--- src/rtl/action_encoder.sv ---
// Purpose: two-player button front end. Synchronises and debounces eight raw
// push buttons, latches one pending action per player, and releases each
// pending action as a single-cycle code on every game tick.
// Ports:
//   clk        system clock, rising edge
//   rst        asynchronous active-low reset
//   plr_1_btn  player 1 raw buttons [0] left [1] right [2] attack [3] defend
//   plr_2_btn  player 2 raw buttons, same map
//   frz        freeze: clear pending actions, force outputs idle
//   plr_1_act  player 1 action code (registered)
//   plr_2_act  player 2 action code (registered)
//   tick       registered game tick pulse
module action_encoder #(
  parameter int unsigned DB_CYCLES   = 16,
  parameter int unsigned TICK_CYCLES = 1000000
) (
  input  logic       clk,
  input  logic       rst,
  input  logic [3:0] plr_1_btn,
  input  logic [3:0] plr_2_btn,
  input  logic       frz,
  output logic [2:0] plr_1_act,
  output logic [2:0] plr_2_act,
  output logic       tick
);

  localparam int unsigned NB = 8;
  localparam int unsigned NP = 2;
  localparam int unsigned CW = $clog2(DB_CYCLES + 1);
  localparam int unsigned TW = (TICK_CYCLES > 2) ? $clog2(TICK_CYCLES) : 1;

  localparam logic [2:0] ACT_IDLE   = 3'b000;
  localparam logic [2:0] ACT_LEFT   = 3'b001;
  localparam logic [2:0] ACT_RIGHT  = 3'b010;
  localparam logic [2:0] ACT_ATTACK = 3'b011;
  localparam logic [2:0] ACT_DEFEND = 3'b100;

  logic [NB-1:0] sync1_q, sync2_q;
  logic [NB-1:0] stable_q, stable_d;
  logic [CW-1:0] db_cnt_q [NB];
  logic [CW-1:0] db_cnt_d [NB];
  logic [NB-1:0] rise_c;
  logic [2:0]    pend_q [NP];
  logic [2:0]    pend_d [NP];
  logic [2:0]    act_q  [NP];
  logic [2:0]    act_d  [NP];
  logic [TW-1:0] tcnt_q, tcnt_d;
  logic          tick_now_c;
  logic          tick_q;

  // Simultaneous presses resolve defend > attack > right > left.
  function automatic logic [2:0] encode(input logic [3:0] p);
    if (p[3])      return ACT_DEFEND;
    else if (p[2]) return ACT_ATTACK;
    else if (p[1]) return ACT_RIGHT;
    else if (p[0]) return ACT_LEFT;
    else           return ACT_IDLE;
  endfunction

  // Debounce, press detection, tick counter, pending and output next state.
  always_comb begin
    stable_d = stable_q;
    for (int i = 0; i < int'(NB); i++) begin
      db_cnt_d[i] = '0;
      if (sync2_q[i] != stable_q[i]) begin
        // The DB_CYCLES-th consecutive differing cycle commits the new level.
        if (db_cnt_q[i] == CW'(DB_CYCLES - 1)) stable_d[i] = sync2_q[i];
        else                                   db_cnt_d[i] = db_cnt_q[i] + CW'(1);
      end
    end
    // Using stable_d lets the press load pending on the same edge the level commits.
    rise_c = stable_d & ~stable_q;

    tick_now_c = (tcnt_q == TW'(TICK_CYCLES - 1));
    tcnt_d     = tick_now_c ? '0 : tcnt_q + TW'(1);

    for (int p = 0; p < int'(NP); p++) begin
      pend_d[p] = pend_q[p];
      act_d[p]  = ACT_IDLE;
      if (frz) begin
        pend_d[p] = ACT_IDLE;
      end else begin
        if (tick_now_c) begin
          act_d[p]  = pend_q[p];
          pend_d[p] = ACT_IDLE;
        end
        // A press on the tick_now cycle survives into the next tick.
        if (|rise_c[p*4 +: 4]) pend_d[p] = encode(rise_c[p*4 +: 4]);
      end
    end
  end

  // State registers.
  always_ff @(posedge clk or negedge rst) begin
    if (!rst) begin
      sync1_q  <= '0;
      sync2_q  <= '0;
      stable_q <= '0;
      for (int i = 0; i < int'(NB); i++) db_cnt_q[i] <= '0;
      for (int p = 0; p < int'(NP); p++) begin
        pend_q[p] <= ACT_IDLE;
        act_q[p]  <= ACT_IDLE;
      end
      tcnt_q <= '0;
      tick_q <= 1'b0;
    end else begin
      sync1_q  <= {plr_2_btn, plr_1_btn};
      sync2_q  <= sync1_q;
      stable_q <= stable_d;
      for (int i = 0; i < int'(NB); i++) db_cnt_q[i] <= db_cnt_d[i];
      for (int p = 0; p < int'(NP); p++) begin
        pend_q[p] <= pend_d[p];
        act_q[p]  <= act_d[p];
      end
      tcnt_q <= tcnt_d;
      tick_q <= tick_now_c;
    end
  end

  assign plr_1_act = act_q[0];
  assign plr_2_act = act_q[1];
  assign tick      = tick_q;

endmodule

--- config.mk ---
export PLATFORM = sky130hd
export DESIGN_NAME = action_encoder
export DESIGN_NICKNAME = d
export VERILOG_FILES = /design/src/rtl/action_encoder.sv
export SDC_FILE = /design/constraint.sdc
export NUM_CORES = 1
export LEC_CHECK = 0
export ABC_AREA = 1
export CAP_MARGIN = 20
export CORE_MARGIN = 5
export CORE_UTILIZATION = 54
export CTS_CLUSTER_SIZE = 20
export DETAILED_ROUTE_END_ITERATION = 6
export PLACE_DENSITY = 0.84
export SLEW_MARGIN = 20
export SYNTH_ARGS = -nofsm -noshare
export SYNTH_HDL_FRONTEND = slang
export SYNTH_SLANG_ARGS = --single-unit
--- constraint.sdc ---
create_clock -name clk -period 1.45 [get_ports clk]
set_clock_uncertainty 0.1 [all_clocks]
set_input_delay 0.145 -clock clk [delete_from_list [all_inputs] [get_ports clk]]
set_output_delay 0.145 -clock clk [all_outputs]
set_load 0.1 [all_outputs]
==> results of run 1 <==
[cells in the mapped netlist, types with 2 or more instances]
cell type,instances,area share [%]
o22ai_1,3,0.44
ha_1,9,2.6
nor2_4,3,0.79
nand4_1,12,1.8
nor2_2,5,0.73
nand2_1,84,7.4
nand3_1,30,3.5
nand2_2,3,0.44
dfrtp_1,97,57
nor3_1,9,1.1
nor2_1,88,7.8
o21ai_0,12,1.4
inv_1,61,5.4
xor2_1,17,3.5
inv_2,4,0.35
nor3b_1,2,0.35
nor3b_2,6,1.8
xnor2_1,7,1.4
a21oi_1,3,0.35
[kinds of logic after synthesis]
kind of cell    after synthesis  synth area share (%)
compound gates               20                  2.56
simple gates                247                  26.8
fa+ha+maj                     9                  2.64
xor+xnor                     24                  4.94
buf+inv                      67                  6.08
flops                        97                  57.0
[worst paths after layout]
kind / end / slack [ns]
setup reg to reg: pend_q[1]$_DFFE_PN0P_ / -0.04
setup / recovery: pend_q[1]$_DFFE_PN0P_ / -0.04
max in group asynchronous: tcnt_q[10]$_DFF_PN0_ / 0.57
hold / removal: sync1_q[1]$_DFF_PN0_ / 0.11
hold reg to reg: sync2_q[5]$_DFF_PN0_ / 0.24
min in group asynchronous: db_cnt_q[25]$_DFF_PN0_ / 0.14
[power by group through the flow]
stage	clock network (uW)	registers, uW	logic [uW]
CTS	1660	2830	263
detailed placement	0	2880	249
global placement	0	2870	233
floorplan	0	2870	115
finish	1610	2830	267
global route	1760	2840	316
[cell type report]
class                           count  share of cell area (%)
Sequential cell                    97                    46.5
Multi-Input combinational cell    301                    34.0
Timing Repair Buffer               44                    8.95
Inverter                           65                    4.71
Tap cell                          102                    2.44
Clock buffer                        9                    2.37
Clock inverter                      7                    1.00
[layout by cell type (no fill, tap or decap), drive strengths merged]
cell type / instances
a21oi: 3
buf: 34
clkbuf: 9
clkdlybuf4s50: 9
clkinv: 3
clkinvlp: 1
dfrtp: 97
dlygate4sd3: 1
ha: 9
inv: 68
nand2: 87
nand3: 33
nand3b: 1
nand4: 12
nor2: 96
nor3: 10
nor3b: 8
o211a: 1
o21ai: 13
o22ai: 3
or2: 1
xnor2: 7
xor2: 17
[layer usage]
layer	global-route usage, %	up-vias	wire length (microns)
met5	0	-	13
met4	7.35	2	164
met3	3.82	18	290
met2	32.1	71	4370
met1	21.2	1541	3470
li1	-	1564	-
[metrics by stage]
step / cell area (sq um) / instances / power [uW]
final: 5230 / 625 / 4710
after global routing: 5230 / 625 / 4910
after CTS: 5100 / 622 / 4750
after detailed placement: 4790 / 598 / 3130
after global placement: 4790 / 598 / 3110
after floorplan: 4290 / 464 / 2980
[state kept, by name, indices dropped and copies added, names as in the netlist]
| register | flops |
|---|---|
| db_cnt_q | 40 |
| tick | 1 |
| pend_q | 6 |
| sync2_q | 8 |
| stable_q | 8 |
| plr_1_act | 3 |
| sync1_q | 8 |
| tcnt_q | 20 |
| plr_2_act | 3 |
[worst reg2reg max path: stages, from the launching register on]
cell and delay [ns]:
dfrtp_2 0.47, nor2_2 0.14, nand2_1 0.10, nor2_4 0.19, nand3_4 0.17, nand4_1 0.14
nand2_1 0.07
[timing repair]
item                                   4_1_cts  5_1_grt
gates resized for setup                     18       38
hold buffers                                 1        0
setup endpoints to repair                   24       38
gates cloned                                 1        0
endpoints found under the hold margin       97        0
setup buffers                                6        3
pin swaps                                   12        8
==> results.py, run 1 <==
metrics = {
    "timing": {
        "hold_viol_final": 0,
        "worst_pin_slew_ns": 0.404,
        "max-slew-margin-rel_pct": 73.1,
        "fin_ws_ns": -0.0367,
        "tns_ns": -0.133,
        "max_freq_mhz": 673,
        "setup_viol": 12,
        "holdWs_ns": 0.105,
        "fin_crit_ns": 1.49,
        "fin_crit_sh_pct": 103,
        "maxSlewViolCount": 0,
        "grt_setup_unrepaired": "true",
    },
    "hold_path": {
        "hold_depth": 1,
        "min_path_type": "in2reg",
        "holdCritStartpoint": "plr_1_btn[1]",
    },
    "place": {
        "dpl_worst_slack_ns": -0.0667,
        "port_buffers": 17,
        "gp_congestion": 0.937,
        "dp_hpwl_mm": 5.74,
    },
    "grt": {
        "grt_pass1_wl_mm": 14.2,
        "gr-usage-all-layers_pct": 18.1,
        "antenna_found_initial": 1,
        "grt_max_degree": 37,
        "grt.overflow.total": 0,
        "grt_pass1_vias": 3248,
    },
    "detailed_routing": {
        "vias": 3196,
        "dr.pass1.iters": 4,
        "antenna_left": 0,
        "initialDrtViolationCount": 162,
        "vias_per_cell": 5.11,
        "wl_per_cell_microns": 13.3,
        "drc_errors": 0,
        "wl_mm": 8.32,
    },
    "worst_setup_path": {
        "required_ns": 1.60,
        "crit_path_frequent_cell": "nand2_1",
        "worst-setup-path-type": "reg2reg",
        "critical_path_buf_inv_count": 0,
        "arrival_ns": 1.64,
        "max_stage_delay_ns": 0.47,
        "worst_path_max_delay_cell": "dfrtp_2",
        "worst-path-stages": 6,
        "ff2ff_path_depth": 6,
        "r2r_start": "tcnt_q[10]$_DFF_PN0_",
        "setup.worst_path.end_class": "register",
        "worstPathCellList": "nor2_2 > nand2_1 > nor2_4 > nand3_4 > nand4_1 > nand2_1",
        "path_max_fanout": 8,
        "startpoint_type": "register",
        "cp_top_family": "simple AND/OR/NAND/NOR gates",
        "cp-startpoint": "tcnt_q[10]$_DFF_PN0_",
    },
    "power_and_ir_drop": {
        "p_int_uw": 3530,
        "power_density_mw_per_mm2": 900,
        "power_frac_comb_pct": 5.7,
        "p_sw_uw": 1180,
        "seq_power_share_pct": 60.0,
        "swShare_pct": 25.0,
        "p_leak_uw": 0.00249,
        "clkPwrFrac_pct": 34.3,
        "ir_drop_mv": 0.535,
    },
    "yosys": {
        "ys.warnings.count": 0,
        "avgSynthCellArea_sq_um": 9.18,
        "synthCells": 464,
        "netlist_area_sq_mm": 0.00426,
        "syn-num-nets": 484,
        "ys_types": 28,
        "synthArstFlopShare_pct": 100,
        "synth_seq_cells": 97,
        "synth-seq-area-share_pct": 57.0,
        "yosys_most_used_dff": "dfrtp_1",
        "synth_enable_flop_cells": 0,
    },
    "layout": {
        "fillers": 600,
        "areaGrowthSynthToFinish_pct": 22.8,
        "fin_util_pct": 68.1,
        "multi_input_area_sq_mm": 0.00178,
        "diodes": 0,
        "fin_nets": 538,
        "drive_gt1_share_pct": 23.7,
        "regArea_sq_mm": 0.00243,
    },
    "clock_network": {
        "cts.root.buffer_cell": "clkbuf_8",
        "clk_pin_slew_ns": 0.10,
        "cts_tree": "built",
        "htree_levels": 3,
        "cts_buffer_depth": 2,
        "clk_latency_ns": 0.37,
        "clock_sinks": 97,
        "cts_made_buffers": 9,
    },
    "run_status": {
        "violations": "setup timing",
        "outcome": "finished with violations",
    },
    "die": {
        "core_sq_mm": 0.00769,
        "die_w_microns": 98.8,
        "die_area_sq_mm": 0.00976,
        "fp.dieH_microns": 98.8,
        "io_pins": 18,
        "start_util_pct": 55.4,
        "rows": 32,
    },
    "run": {
        "maxCapViolCount": 0,
    },
}
No activity file was read; power rests on OpenSTA's default activity.
==> run 2: changes to the inputs <==
--- a/config.mk
+++ b/config.mk
@@ -12,6 +12,7 @@
 export CTS_CLUSTER_SIZE = 20
 export DETAILED_ROUTE_END_ITERATION = 6
 export PLACE_DENSITY = 0.84
+export SETUP_SLACK_MARGIN = 0.2
 export SLEW_MARGIN = 20
 export SYNTH_ARGS = -nofsm -noshare
 export SYNTH_HDL_FRONTEND = slang
==> results.py, run 2 (synthesis gave the netlist of run 1 again) <==
metrics = {
    "grt": {
        "grt_max_degree": 31,
        "grt.overflow.total": 0,
        "antenna_found_initial": 0,
        "grt_pass1_wl_mm": 14.6,
        "grt_pass1_vias": 3333,
        "gr-usage-all-layers_pct": 18.5,
    },
    "run": {
        "maxCapViolCount": 0,
    },
    "detailed_routing": {
        "vias": 3353,
        "wl_mm": 9.63,
        "antenna_left": 0,
        "drc_errors": 0,
        "dr.pass1.iters": 5,
        "initialDrtViolationCount": 161,
        "wl_per_cell_microns": 14.9,
        "vias_per_cell": 5.17,
    },
    "timing": {
        "maxSlewViolCount": 0,
        "hold_viol_final": 0,
        "worst_pin_slew_ns": 0.396,
        "fin_ws_ns": -0.0475,
        "max_freq_mhz": 668,
        "setup_viol": 6,
        "fin_crit_sh_pct": 103,
        "max-slew-margin-rel_pct": 73.6,
        "grt_setup_unrepaired": "true",
        "fin_crit_ns": 1.50,
    },
    "worst_setup_path": {
        "arrival_ns": 1.63,
        "r2r_start": "tcnt_q[9]$_DFF_PN0_",
        "max_stage_delay_ns": 0.46,
        "cp-startpoint": "tcnt_q[9]$_DFF_PN0_",
        "cp_top_family": "simple AND/OR/NAND/NOR gates",
        "path_max_fanout": 6,
        "required_ns": 1.58,
        "worst_path_max_delay_cell": "dfrtp_1",
        "setup.worst_path.end_class": "register",
        "worstPathCellList": "inv_2 > nor2_2 > nand4_1 > nor3_4 > nor2_1",
        "startpoint_type": "register",
        "worst-setup-path-type": "reg2reg",
        "critical_path_buf_inv_count": 1,
    },
    "hold_path": {
        "holdCritStartpoint": "plr_2_btn[0]",
        "min_path_type": "in2reg",
    },
    "clock_network": {
        "cts_made_buffers": 9,
        "clock_sinks": 97,
        "htree_levels": 3,
        "cts_buffer_depth": 2,
        "clk_pin_slew_ns": 0.09,
        "clk_latency_ns": 0.36,
        "cts_tree": "built",
        "cts.root.buffer_cell": "clkbuf_8",
    },
    "layout": {
        "fin_nets": 561,
        "largest_reg_flops": 40,
        "areaGrowthSynthToFinish_pct": 34.8,
        "final_cell_mix": "90 x dfrtp_1, 58 x inv_1, 57 x nor2_1",
        "diodes": 0,
        "fin_area_sq_mm": 0.00574,
        "reg_top3": "db_cnt_q: 40 flops, tcnt_q: 20 flops",
        "regMostFlops": "db_cnt_q",
        "drive_gt1_share_pct": 36.1,
        "fin_util_pct": 74.7,
        "final_common_cell": "dfrtp_1",
    },
    "power_and_ir_drop": {
        "power_frac_comb_pct": 6.7,
        "seq_power_share_pct": 57.5,
        "power_density_mw_per_mm2": 858,
        "p_total_uw": 4930,
        "swShare_pct": 23.4,
        "p_int_uw": 3770,
        "clkPwrFrac_pct": 35.8,
        "p_sw_uw": 1150,
        "p_leak_uw": 0.00269,
        "ir_drop_mv": 0.716,
    },
    "die": {
        "rows": 32,
        "start_util_pct": 55.4,
        "fp.dieH_microns": 98.8,
        "io_pins": 18,
        "core_sq_mm": 0.00769,
        "die_w_microns": 98.8,
        "die_area_sq_mm": 0.00976,
    },
    "place": {
        "gp_congestion": 0.866,
        "port_buffers": 17,
        "dp_hpwl_mm": 5.62,
        "place_area_sq_mm": 0.00483,
    },
    "run_status": {
        "violations": "setup timing",
        "outcome": "finished with violations",
    },
}
[run 2: layout make-up]
type | instances | area [sq um]
Sequential cell | 97 | 2440
Multi-Input combinational cell | 301 | 2080
Fill cell | 491 | 1940
Timing Repair Buffer | 67 | 651
Inverter | 65 | 254
Clock buffer | 12 | 145
Tap cell | 102 | 128
Clock inverter | 4 | 52.6
[run 2: path summary, 6_finish.rpt]
path	to	slack, ns	cells past startpoint
hold reg to reg	sync2_q[7]$_DFF_PN0_	0.25	0
max in group asynchronous	db_cnt_q[22]$_DFF_PN0_	0.55	3
min in group asynchronous	plr_1_act[1]$_DFF_PN0_	0.16	2
hold / removal	sync1_q[4]$_DFF_PN0_	0.11	1
setup / recovery	tcnt_q[19]$_DFF_PN0_	-0.05	5
setup reg to reg	tcnt_q[19]$_DFF_PN0_	-0.05	5
[run 2: power groups by stage]
stage / clock network (uW) / logic [uW] / registers, uW
final: 1760 / 328 / 2830
after global placement: 0 / 231 / 2880
after global routing: 1920 / 377 / 2840
after floorplan: 0 / 119 / 2870
after CTS: 1790 / 278 / 2820
after detailed placement: 0 / 245 / 2880
[run 2: repair_timing]
item | CTS | global route
endpoints found under the hold margin | 92 | 0
setup buffers | 18 | 17
resized for setup | 35 | 93
setup endpoints to repair | 44 | 62
pin swaps | 15 | 43
cloned | 1 | 0
hold buffers | 1 | 0
[run 2: layer usage]
| metal | share of wire (%) | GRT usage, % |
|---|---|---|
| met5 | 0 | 0 |
| met4 | 1.7 | 7.46 |
| met3 | 3.0 | 3.18 |
| met2 | 55 | 33.3 |
| met1 | 40 | 21.9 |
[run 2: stage by stage]
| stage | setup TNS, ns | setup WS (ns) | hold WS [ns] | std cells |
|---|---|---|---|---|
| 6_report | -0.128 | -0.0475 | 0.114 | 648 |
| 3_3_place_gp | 0 | 0.0121 | -0.00529 | 595 |
| 4_1_cts | 0 | 0.0241 | 0.104 | 631 |
| 5_1_grt | -1.25 | -0.103 | 0.102 | 648 |
| 3_5_place_dp | -0.209 | -0.0469 | -0.00197 | 595 |
| 2_1_floorplan | 0 | 0.0647 | -0.251 | 464 |
